**config.mk**
```make
export PLATFORM = sky130hd
export DESIGN_NAME = ifetch_queue_flat
export DESIGN_NICKNAME = d
export VERILOG_FILES = /design/src/rtl/venus_if_pkg.sv /design/src/rtl/ifetch_queue_if.sv /design/src/rtl/fetch_fifo.sv /design/src/rtl/ifetch_queue.sv /design/src/flat_wrapper.sv
export SDC_FILE = /design/constraint.sdc
export NUM_CORES = 1
export LEC_CHECK = 0
export ABC_AREA = 1
export CORE_ASPECT_RATIO = 1.25
export CORE_MARGIN = 2
export CORE_UTILIZATION = 60
export CTS_CLUSTER_DIAMETER = 120
export CTS_CLUSTER_SIZE = 24
export DETAILED_ROUTE_END_ITERATION = 6
export PLACE_DENSITY = 0.94
export SETUP_SLACK_MARGIN = 0.1
export SLEW_MARGIN = 20
export SYNTH_ARGS = -nofsm -noshare
export SYNTH_HDL_FRONTEND = slang
export SYNTH_SLANG_ARGS = --single-unit
```
**constraint.sdc**
```tcl
create_clock -name clk -period 5.3 [get_ports clk]
set_input_delay 0.795 -clock clk [delete_from_list [all_inputs] [get_ports clk]]
set_output_delay 0.795 -clock clk [all_outputs]
set_load 0.05 [all_outputs]
```
**src/rtl/venus_if_pkg.sv**
```systemverilog
// rtl/venus_if_pkg.sv - shared defaults for the instruction fetch path
package venus_if_pkg;

  localparam int ADDR_W_DEF = 16;
  localparam int INST_W_DEF = 32;
  localparam int RESET_PC_DEF = 0;

  // Canonical no-op encoding (addi x0, x0, 0) for downstream bubble insertion.
  localparam logic [31:0] NOP_INST = 32'h0000_0013;

endpackage

```
**src/rtl/ifetch_queue_if.sv**
```systemverilog
// rtl/ifetch_queue_if.sv - memory/redirect/decode signals of the fetch queue
interface ifetch_queue_if #(
  parameter int ADDR_W = 16,
  parameter int INST_W = 32,
  parameter int DEPTH  = 4
) ();

  localparam int CW = $clog2(DEPTH) + 1;

  logic [ADDR_W-1:0] mem_addr_o;
  logic              mem_req_o;
  logic [INST_W-1:0] mem_inst_i;
  logic              branch_i;
  logic [ADDR_W-1:0] branch_addr_i;
  logic              stall_i;
  logic [INST_W-1:0] inst_o;
  logic [ADDR_W-1:0] inst_addr_o;
  logic              inst_valid_o;
  logic [CW-1:0]     count_o;

  modport master (
    output mem_addr_o, mem_req_o, inst_o, inst_addr_o, inst_valid_o, count_o,
    input  mem_inst_i, branch_i, branch_addr_i, stall_i
  );

  modport slave (
    input  mem_addr_o, mem_req_o, inst_o, inst_addr_o, inst_valid_o, count_o,
    output mem_inst_i, branch_i, branch_addr_i, stall_i
  );

endinterface

```
**src/rtl/fetch_fifo.sv**
```systemverilog
// rtl/fetch_fifo.sv - registered prefetch FIFO with synchronous flush
module fetch_fifo #(
  parameter int WIDTH = 48,
  parameter int DEPTH = 4
) (
  input  logic                     clk,
  input  logic                     rst,
  input  logic                     flush,
  input  logic                     push,
  input  logic [WIDTH-1:0]         din,
  input  logic                     pop,
  output logic [$clog2(DEPTH):0]   count,
  output logic [WIDTH-1:0]         head
);

  localparam int PW = $clog2(DEPTH);
  localparam int CW = PW + 1;
  localparam logic [CW-1:0] FULL = CW'(DEPTH);

  logic [WIDTH-1:0] mem [DEPTH];
  logic [PW-1:0]    rd_ptr;
  logic [PW-1:0]    wr_ptr;
  logic             do_push;
  logic             do_pop;

  assign do_push = push && !flush;
  assign do_pop  = pop && !flush && (count != '0);
  assign head    = mem[rd_ptr];

  // Entry storage; contents are don't-care until counted, so no reset.
  always_ff @(posedge clk) begin
    if (do_push) mem[wr_ptr] <= din;
  end

  // Pointers and occupancy; flush empties the queue in one edge.
  always_ff @(posedge clk or posedge rst) begin
    if (rst) begin
      rd_ptr <= '0;
      wr_ptr <= '0;
      count  <= '0;
    end else if (flush) begin
      rd_ptr <= '0;
      wr_ptr <= '0;
      count  <= '0;
    end else begin
      if (do_push) wr_ptr <= wr_ptr + PW'(1);
      if (do_pop)  rd_ptr <= rd_ptr + PW'(1);
      case ({do_push, do_pop})
        2'b10:   count <= count + CW'(1);
        2'b01:   count <= count - CW'(1);
        default: count <= count;
      endcase
    end
  end

  // The issue credit scheme upstream must never push into a full queue.
  assert property (@(posedge clk) disable iff (rst) !(do_push && count == FULL));

endmodule

```
**src/rtl/ifetch_queue.sv**
```systemverilog
// rtl/ifetch_queue.sv - sequential instruction prefetch queue with branch redirect
module ifetch_queue
  import venus_if_pkg::*;
#(
  parameter int                ADDR_W   = ADDR_W_DEF,
  parameter int                INST_W   = INST_W_DEF,
  parameter int                DEPTH    = 4,
  parameter logic [ADDR_W-1:0] RESET_PC = ADDR_W'(RESET_PC_DEF)
) (
  input logic            clk,
  input logic            rst,
  ifetch_queue_if.master bus
);

  localparam int CW = $clog2(DEPTH) + 1;
  localparam int EW = ADDR_W + INST_W;
  localparam logic [CW:0] CREDIT = (CW+1)'(DEPTH);

  logic [ADDR_W-1:0] fetch_pc;
  logic [ADDR_W-1:0] tag;
  logic              inflight;
  logic [CW-1:0]     count;
  logic [EW-1:0]     head;
  logic [CW:0]       occupancy;
  logic              valid;
  logic              issue;
  logic              push;
  logic              pop;

  // Queued plus in-flight entries; a same-cycle pop deliberately earns no credit.
  assign occupancy = {1'b0, count} + {{CW{1'b0}}, inflight};
  assign valid     = (count != '0);
  assign issue     = !rst && !bus.branch_i && (occupancy < CREDIT);
  assign push      = inflight && !bus.branch_i;
  assign pop       = valid && !bus.stall_i && !bus.branch_i;

  // Fetch PC and the single tracked read; a redirect cancels whatever is in flight.
  always_ff @(posedge clk or posedge rst) begin
    if (rst) begin
      fetch_pc <= RESET_PC;
      tag      <= '0;
      inflight <= 1'b0;
    end else if (bus.branch_i) begin
      fetch_pc <= bus.branch_addr_i;
      inflight <= 1'b0;
    end else if (issue) begin
      tag      <= fetch_pc;
      inflight <= 1'b1;
      fetch_pc <= fetch_pc + ADDR_W'(1);
    end else begin
      inflight <= 1'b0;
    end
  end

  fetch_fifo #(
    .WIDTH (EW),
    .DEPTH (DEPTH)
  ) u_fifo (
    .clk   (clk),
    .rst   (rst),
    .flush (bus.branch_i),
    .push  (push),
    .din   ({tag, bus.mem_inst_i}),
    .pop   (pop),
    .count (count),
    .head  (head)
  );

  assign bus.mem_addr_o   = fetch_pc;
  assign bus.mem_req_o    = issue;
  assign bus.inst_valid_o = valid;
  assign bus.count_o      = count;
  assign bus.inst_addr_o  = valid ? head[EW-1:INST_W] : '0;
  assign bus.inst_o       = valid ? head[INST_W-1:0]  : '0;

endmodule

```
**src/flat_wrapper.sv**
```systemverilog
// flat-port wrapper written by rule: the top's interface ports become plain ports
module ifetch_queue_flat import venus_if_pkg::*;
#(
  parameter int                ADDR_W   = ADDR_W_DEF,
  parameter int                INST_W   = INST_W_DEF,
  parameter int                DEPTH    = 4,
  parameter logic [ADDR_W-1:0] RESET_PC = ADDR_W'(RESET_PC_DEF)
)
  (clk, rst, bus_mem_addr_o, bus_mem_req_o, bus_inst_o, bus_inst_addr_o, bus_inst_valid_o, bus_count_o, bus_mem_inst_i, bus_branch_i, bus_branch_addr_i, bus_stall_i);
  ifetch_queue_if #(.ADDR_W(ADDR_W), .INST_W(INST_W), .DEPTH(DEPTH)) bus_i ();
  input logic clk;
  input logic rst;
  output wire logic [$bits(bus_i.mem_addr_o)-1:0] bus_mem_addr_o;
  output wire logic [$bits(bus_i.mem_req_o)-1:0] bus_mem_req_o;
  output wire logic [$bits(bus_i.inst_o)-1:0] bus_inst_o;
  output wire logic [$bits(bus_i.inst_addr_o)-1:0] bus_inst_addr_o;
  output wire logic [$bits(bus_i.inst_valid_o)-1:0] bus_inst_valid_o;
  output wire logic [$bits(bus_i.count_o)-1:0] bus_count_o;
  input wire logic [$bits(bus_i.mem_inst_i)-1:0] bus_mem_inst_i;
  input wire logic [$bits(bus_i.branch_i)-1:0] bus_branch_i;
  input wire logic [$bits(bus_i.branch_addr_i)-1:0] bus_branch_addr_i;
  input wire logic [$bits(bus_i.stall_i)-1:0] bus_stall_i;
  assign bus_mem_addr_o = bus_i.mem_addr_o;
  assign bus_mem_req_o = bus_i.mem_req_o;
  assign bus_inst_o = bus_i.inst_o;
  assign bus_inst_addr_o = bus_i.inst_addr_o;
  assign bus_inst_valid_o = bus_i.inst_valid_o;
  assign bus_count_o = bus_i.count_o;
  assign bus_i.mem_inst_i = bus_mem_inst_i;
  assign bus_i.branch_i = bus_branch_i;
  assign bus_i.branch_addr_i = bus_branch_addr_i;
  assign bus_i.stall_i = bus_stall_i;
  ifetch_queue #(.ADDR_W(ADDR_W), .INST_W(INST_W), .DEPTH(DEPTH), .RESET_PC(RESET_PC)) u_core (.clk(clk), .rst(rst), .bus(bus_i));
endmodule
```
# After elaboration in Yosys (flattened, before gate mapping)
# Memory sizes are Yosys's and may differ from the RTL's.
# Index checks and enable logic that the tools add are counted.
# op_classes
n_addsub,6
mul,0
n_div,0
magnitude_cmp,1
eq_ne,2
n_shift,0
n_mux,14
n_bitwise,1
reduce_logical,17
# ops
cell,count
$mux W16,3
$mux W32,1
$add A16 B1 Y16 const B,1
$logic_and A1 B1 Y1,8
$mux W2,4
$pmux W3 S2,1
$reduce_bool A2 Y1,3
$reduce_bool A3 Y1,2
$add A2 B1 Y2 const B,2
$add A3 B1 Y4,1
$lt A4 B3 Y1 const B,1
$mux W1,4
$add A3 B1 Y3 const B,1
$logic_not A1 Y1,3
$mux W3,1
$sub A3 B1 Y3 const B,1
$eq A2 B1 Y1 const B,1
$eq A2 B2 Y1 const B,1
$reduce_and A2 Y1,1
$not A1 Y1,1
# word_totals
regBits,40
latchBits,0
ramBits,192
romBits,0
inputBits,52
output_inout_bits,69
word_cells,48
memories,1
# mem_list
memory,depth,width,rd,rd_clocked_by_memory_dff,write_ports,line,source
u_core.u_fifo.mem,4,48,1,0,1,fetch_fifo.sv:20,logic [WIDTH-1:0] mem [DEPTH];

# Depth between registers and ports, before layout
# logic_depth
ltp_word,8
depth_mapped,11
ltp_nobuf,11

# Cells and area by module
# Synthesis repeated with hierarchy kept, for this count alone.
# unflattened
cells_unflattened,849
hier_area_um2,9773.1
# by_module_without_submodules
mod,instances,cells_per_inst,area_per_inst_um2,seq_area_each_um2
fetch_fifo,1,528,7668.6,5940.7
ifetch_queue,1,321,2104.5,825.8

# Worst setup path before layout
# Ideal clock, no wire load.
# synth_path
path_kind,input port to flip-flop
startpoint,in bus_branch_i
endpoint,"mem u_core.u_fifo.mem[0][0], enable pin"
setup_ns,0.454
arrival_time_ns,3.205
t_required_ns,4.846
setup_slack_ns,1.641
stages,4
n_path_buf,1
cell_sequence,buf_6 > inv_2 > nand2_1 > nor2_1
# synth_via
elab_chain_len,5
# synth_rtl
item,line,source
start: declaration,flat_wrapper.sv:20,input wire logic [$bits(bus_i.branch_i)-1:0] bus_branch_i;
$logic_not A1 Y1 *,"fetch_fifo.sv:26, ifetch_queue.sv:34",
$logic_and A1 B1 Y1,ifetch_queue.sv:34,assign push = inflight && !bus.branch_i;
$logic_and A1 B1 Y1 *,fetch_fifo.sv:26,assign do_push = push && !flush;
$mux W1 *,fetch_fifo.sv:32,if (do_push) mem[wr_ptr] <= din;
$mux W1 (not written as such) *,fetch_fifo.sv:32,
end: declaration,fetch_fifo.sv:20,
# Mark *: on every way between the ends. The rest lies on a longest branch, timed or not.

# Worst setup path in the final report
# layout_path
startpoint,reg u_core.u_fifo.rd_ptr[0]
endpoint,out bus_inst_addr_o[12]
# layout_via
elab_chain_len,2
# layout_rtl
item,line,source
start: declaration,fetch_fifo.sv:21,logic [PW-1:0] rd_ptr;
start signal: assignment,fetch_fifo.sv:47,if (do_pop) rd_ptr <= rd_ptr + PW'(1);
$mem_v2 Z4 W48,n/a,
$mux W16,ifetch_queue.sv:73,assign bus.inst_addr_o = valid ? head[EW-1:INST_W] : '0;
end: declaration,flat_wrapper.sv:16,output wire logic [$bits(bus_i.inst_addr_o)-1:0] bus_inst_addr_o;
# Every way passes these cells.

==> reports/results.ini <==
[outcome]
status=finished clean

[synth]
synthesis.area_um2=9654
ys_warn_count=0
synth_fp_nets=912
synth_mux_area_share_pct=0
seq_area_frac_synth_pct=70.09
synth_area_per_cell_um2=11.30
synthXorXnorAreaFrac_pct=0.1814
synth_simple_gate_area_share_pct=15.07
synth_top_family_by_area=simple AND/OR/NAND/NOR gates
synthDistinctLibCells=29
synthCells=854
synth_seq_cells=232
synthAdderAreaFrac_pct=0.8554
synthArstFlopShare_pct=17.24
synth_edf_count=192
ys.flop_type=edfxtp_1
synth_compound_area_share_pct=9.331

[routing]
drc_errors=0
vias=6661
postRouteAntennaNets=0
wl_um=20290
viasPerCell=5.683
drtPass1Iterations=5
drtIter0Drc=817
wl_per_cell_um=17.32

[place]
io_buffers=120
gp_congestion=0.8334
dpl.cell_count=1151
hpwl_um=12580

[clocking]
cts_resized=0
post_cts_buffers=0
clk_pin_slew_ns=0.09
cts_tree=yes
clockRootBuffer=clkbuf_16
clock_sinks=232
clkLatencyLatePin_ns=0.45
holdBufCountCts=0
clockBufferDepth=3
numCtsBuffers=13
cts-htree-levels=1

[worst_setup_path]
critPathKind=reg2out
reg2reg_setup_slack_ns=2.82
crit_chain=inv_4, o21ai_0, a21oi_1, clkdlybuf4s50_1
crit_slowest_cell=clkdlybuf4s50_1
crit_path_start_kind=register
cp.arrival_ns=3.69
cp_max_fo=99
crit_required_ns=4.51
crit_path_end_kind=primary output
crit_path_max_incr_delay_ns=0.87

[grt]
grt_max_degree=100
grt_usage_pct=23.64
antenna_found_initial=0
grt_pass1_wl_um=32920
grt_pass1_vias=6733
grt-ovfl-total=0

[power]
p_leak_nw=4.072
p_per_area_nw_per_um2=515.7
ir_drop_mv=0.2670

[final_layout]
fin_nets=1012
n_antenna_cell=0
final_cell_mix=nor2_1 (208), edfxtp_1 (192), clkdlybuf4s50_1 (120)
fillerInstances=1024
drive_above_1_share_pct=5.208
layout.cells.non_filler=1172
mostFrequentLayoutCell=nor2_1
area_delta_synth_final_pct=17.08

[floorplan]
die_area_um2=17130
die_w_um=117.5
rows=51
start_util_pct=61.75
die_h_um=145.8
core_region_area_um2=15630
pin_count=121

[sta]
rsz0062_at_grt=no
tns_ns=0
timing.final.crit_share_pct=84.69
clock_skew_ns=0.01231
fmax_ghz=0.2228
min_period_ns=4.489
finalHoldViolations=0
setup_viol_count_final=0
relSlewSlack_pct=29.36
tightest_slew_ns=1.060
slew_viol_final=0

[flow_run]
cap_violations=0

[min_path]
hp-class=reg2reg

==> cells by family after synthesis <==
kind of cell | count (synthesis)
xor+xnor | 2
simple gates | 354
flops | 232
buf+inv | 84
compound gates | 176
fa+ha+maj | 6
==> cell type report <==
class	instances	area, um2	area share, %
clock buffers	20	351.6	3.110
clock inverters	1	8.758	0.07749
well taps	212	265.3	2.347
flip-flops and latches	232	6771	59.91
inverters	41	158.9	1.406
multi-input cells	538	2486	21.99
repair buffers	128	1261	11.16
==> final timing paths <==
path / depth (start not counted) / from / to
setup / recovery: 4 / u_core.u_fifo.rd_ptr[0] / bus_inst_addr_o[12]
hold / removal: 0 / u_core.tag[9] / u_core.u_fifo.mem[3][41]
setup reg to reg: 5 / u_core.u_fifo.rd_ptr[0] / u_core.u_fifo.rd_ptr[1]
hold reg to reg: 0 / u_core.tag[9] / u_core.u_fifo.mem[3][41]
max in group asynchronous: 3 / rst / u_core.tag[3]
min in group asynchronous: 2 / rst / u_core.u_fifo.wr_ptr[1]
==> state kept, by name (all words and copies together), names as in the netlist <==
signal,count
u_core.tag,16
u_core.u_fifo.count,3
u_core.inflight,1
u_core.u_fifo.rd_ptr,2
u_core.u_fifo.mem,192
u_core.u_fifo.wr_ptr,2
u_core.bus.mem_addr_o,16
==> critical path: cells and delay by family, from the launching register on <==
family / cells / cell delay (ns)
buffers and inverters: 2 / 1.67
flip-flops: 1 / 0.84
AO/OA/AOI/OAI: 2 / 0.57
==> routing by layer <==
metal / part of all wire, % / routed length (um) / global-route usage [%] / up-vias
met4: 1.0 / 204 / 6.265 / 0
met3: 5.7 / 1153 / 3.017 / 18
li1: - / - / - / 3121
met5: 0 / 0 / 0 / -
met2: 54 / 10900 / 43.54 / 260
met1: 40 / 8039 / 29.58 / 3262
==> power breakdown <==
part	total [mW]	leakage [nW]	internal, mW	switching, mW
clock	0.992	0.173	0.465	0.526
combinational	2.44	1.67	0.734	1.70
sequential	2.40	2.23	2.16	0.237
total	5.83	4.07	3.36	2.47
==> synth_stat cells, types with 4 or more instances <==
cell type | n | area (um2)
o21ai_0 | 77 | 385.4
o21ai_1 | 44 | 220.2
nand2_1 | 92 | 345.3
clkbuf_1 | 18 | 67.56
o211ai_1 | 5 | 37.54
nand3_1 | 30 | 150.1
buf_2 | 11 | 55.05
nand4_1 | 7 | 43.79
dfrtp_1 | 40 | 1001
nor2_2 | 4 | 25.02
buf_6 | 12 | 135.1
nor2_1 | 212 | 795.8
a21oi_1 | 49 | 245.2
edfxtp_1 | 192 | 5766
inv_2 | 6 | 22.52
ha_1 | 5 | 62.56
inv_1 | 33 | 123.9
==> stage by stage <==
stage	instance area (um2)	utilization [%]	power (mW)	hold WS [ns]	setup WS, ns
3_5_place_dp	10940	70.00	4.875	0.5021	1.437
4_1_cts	11300	72.30	5.846	0.5251	0.8993
5_1_grt	11300	72.30	6.086	0.5567	0.6560
3_3_place_gp	10940	70.00	4.802	0.4956	1.524
6_report	11300	72.30	5.829	0.5205	0.8112
2_1_floorplan	9654	-	4.100	0.4763	1.641
(Power assumes the default switching activity.)
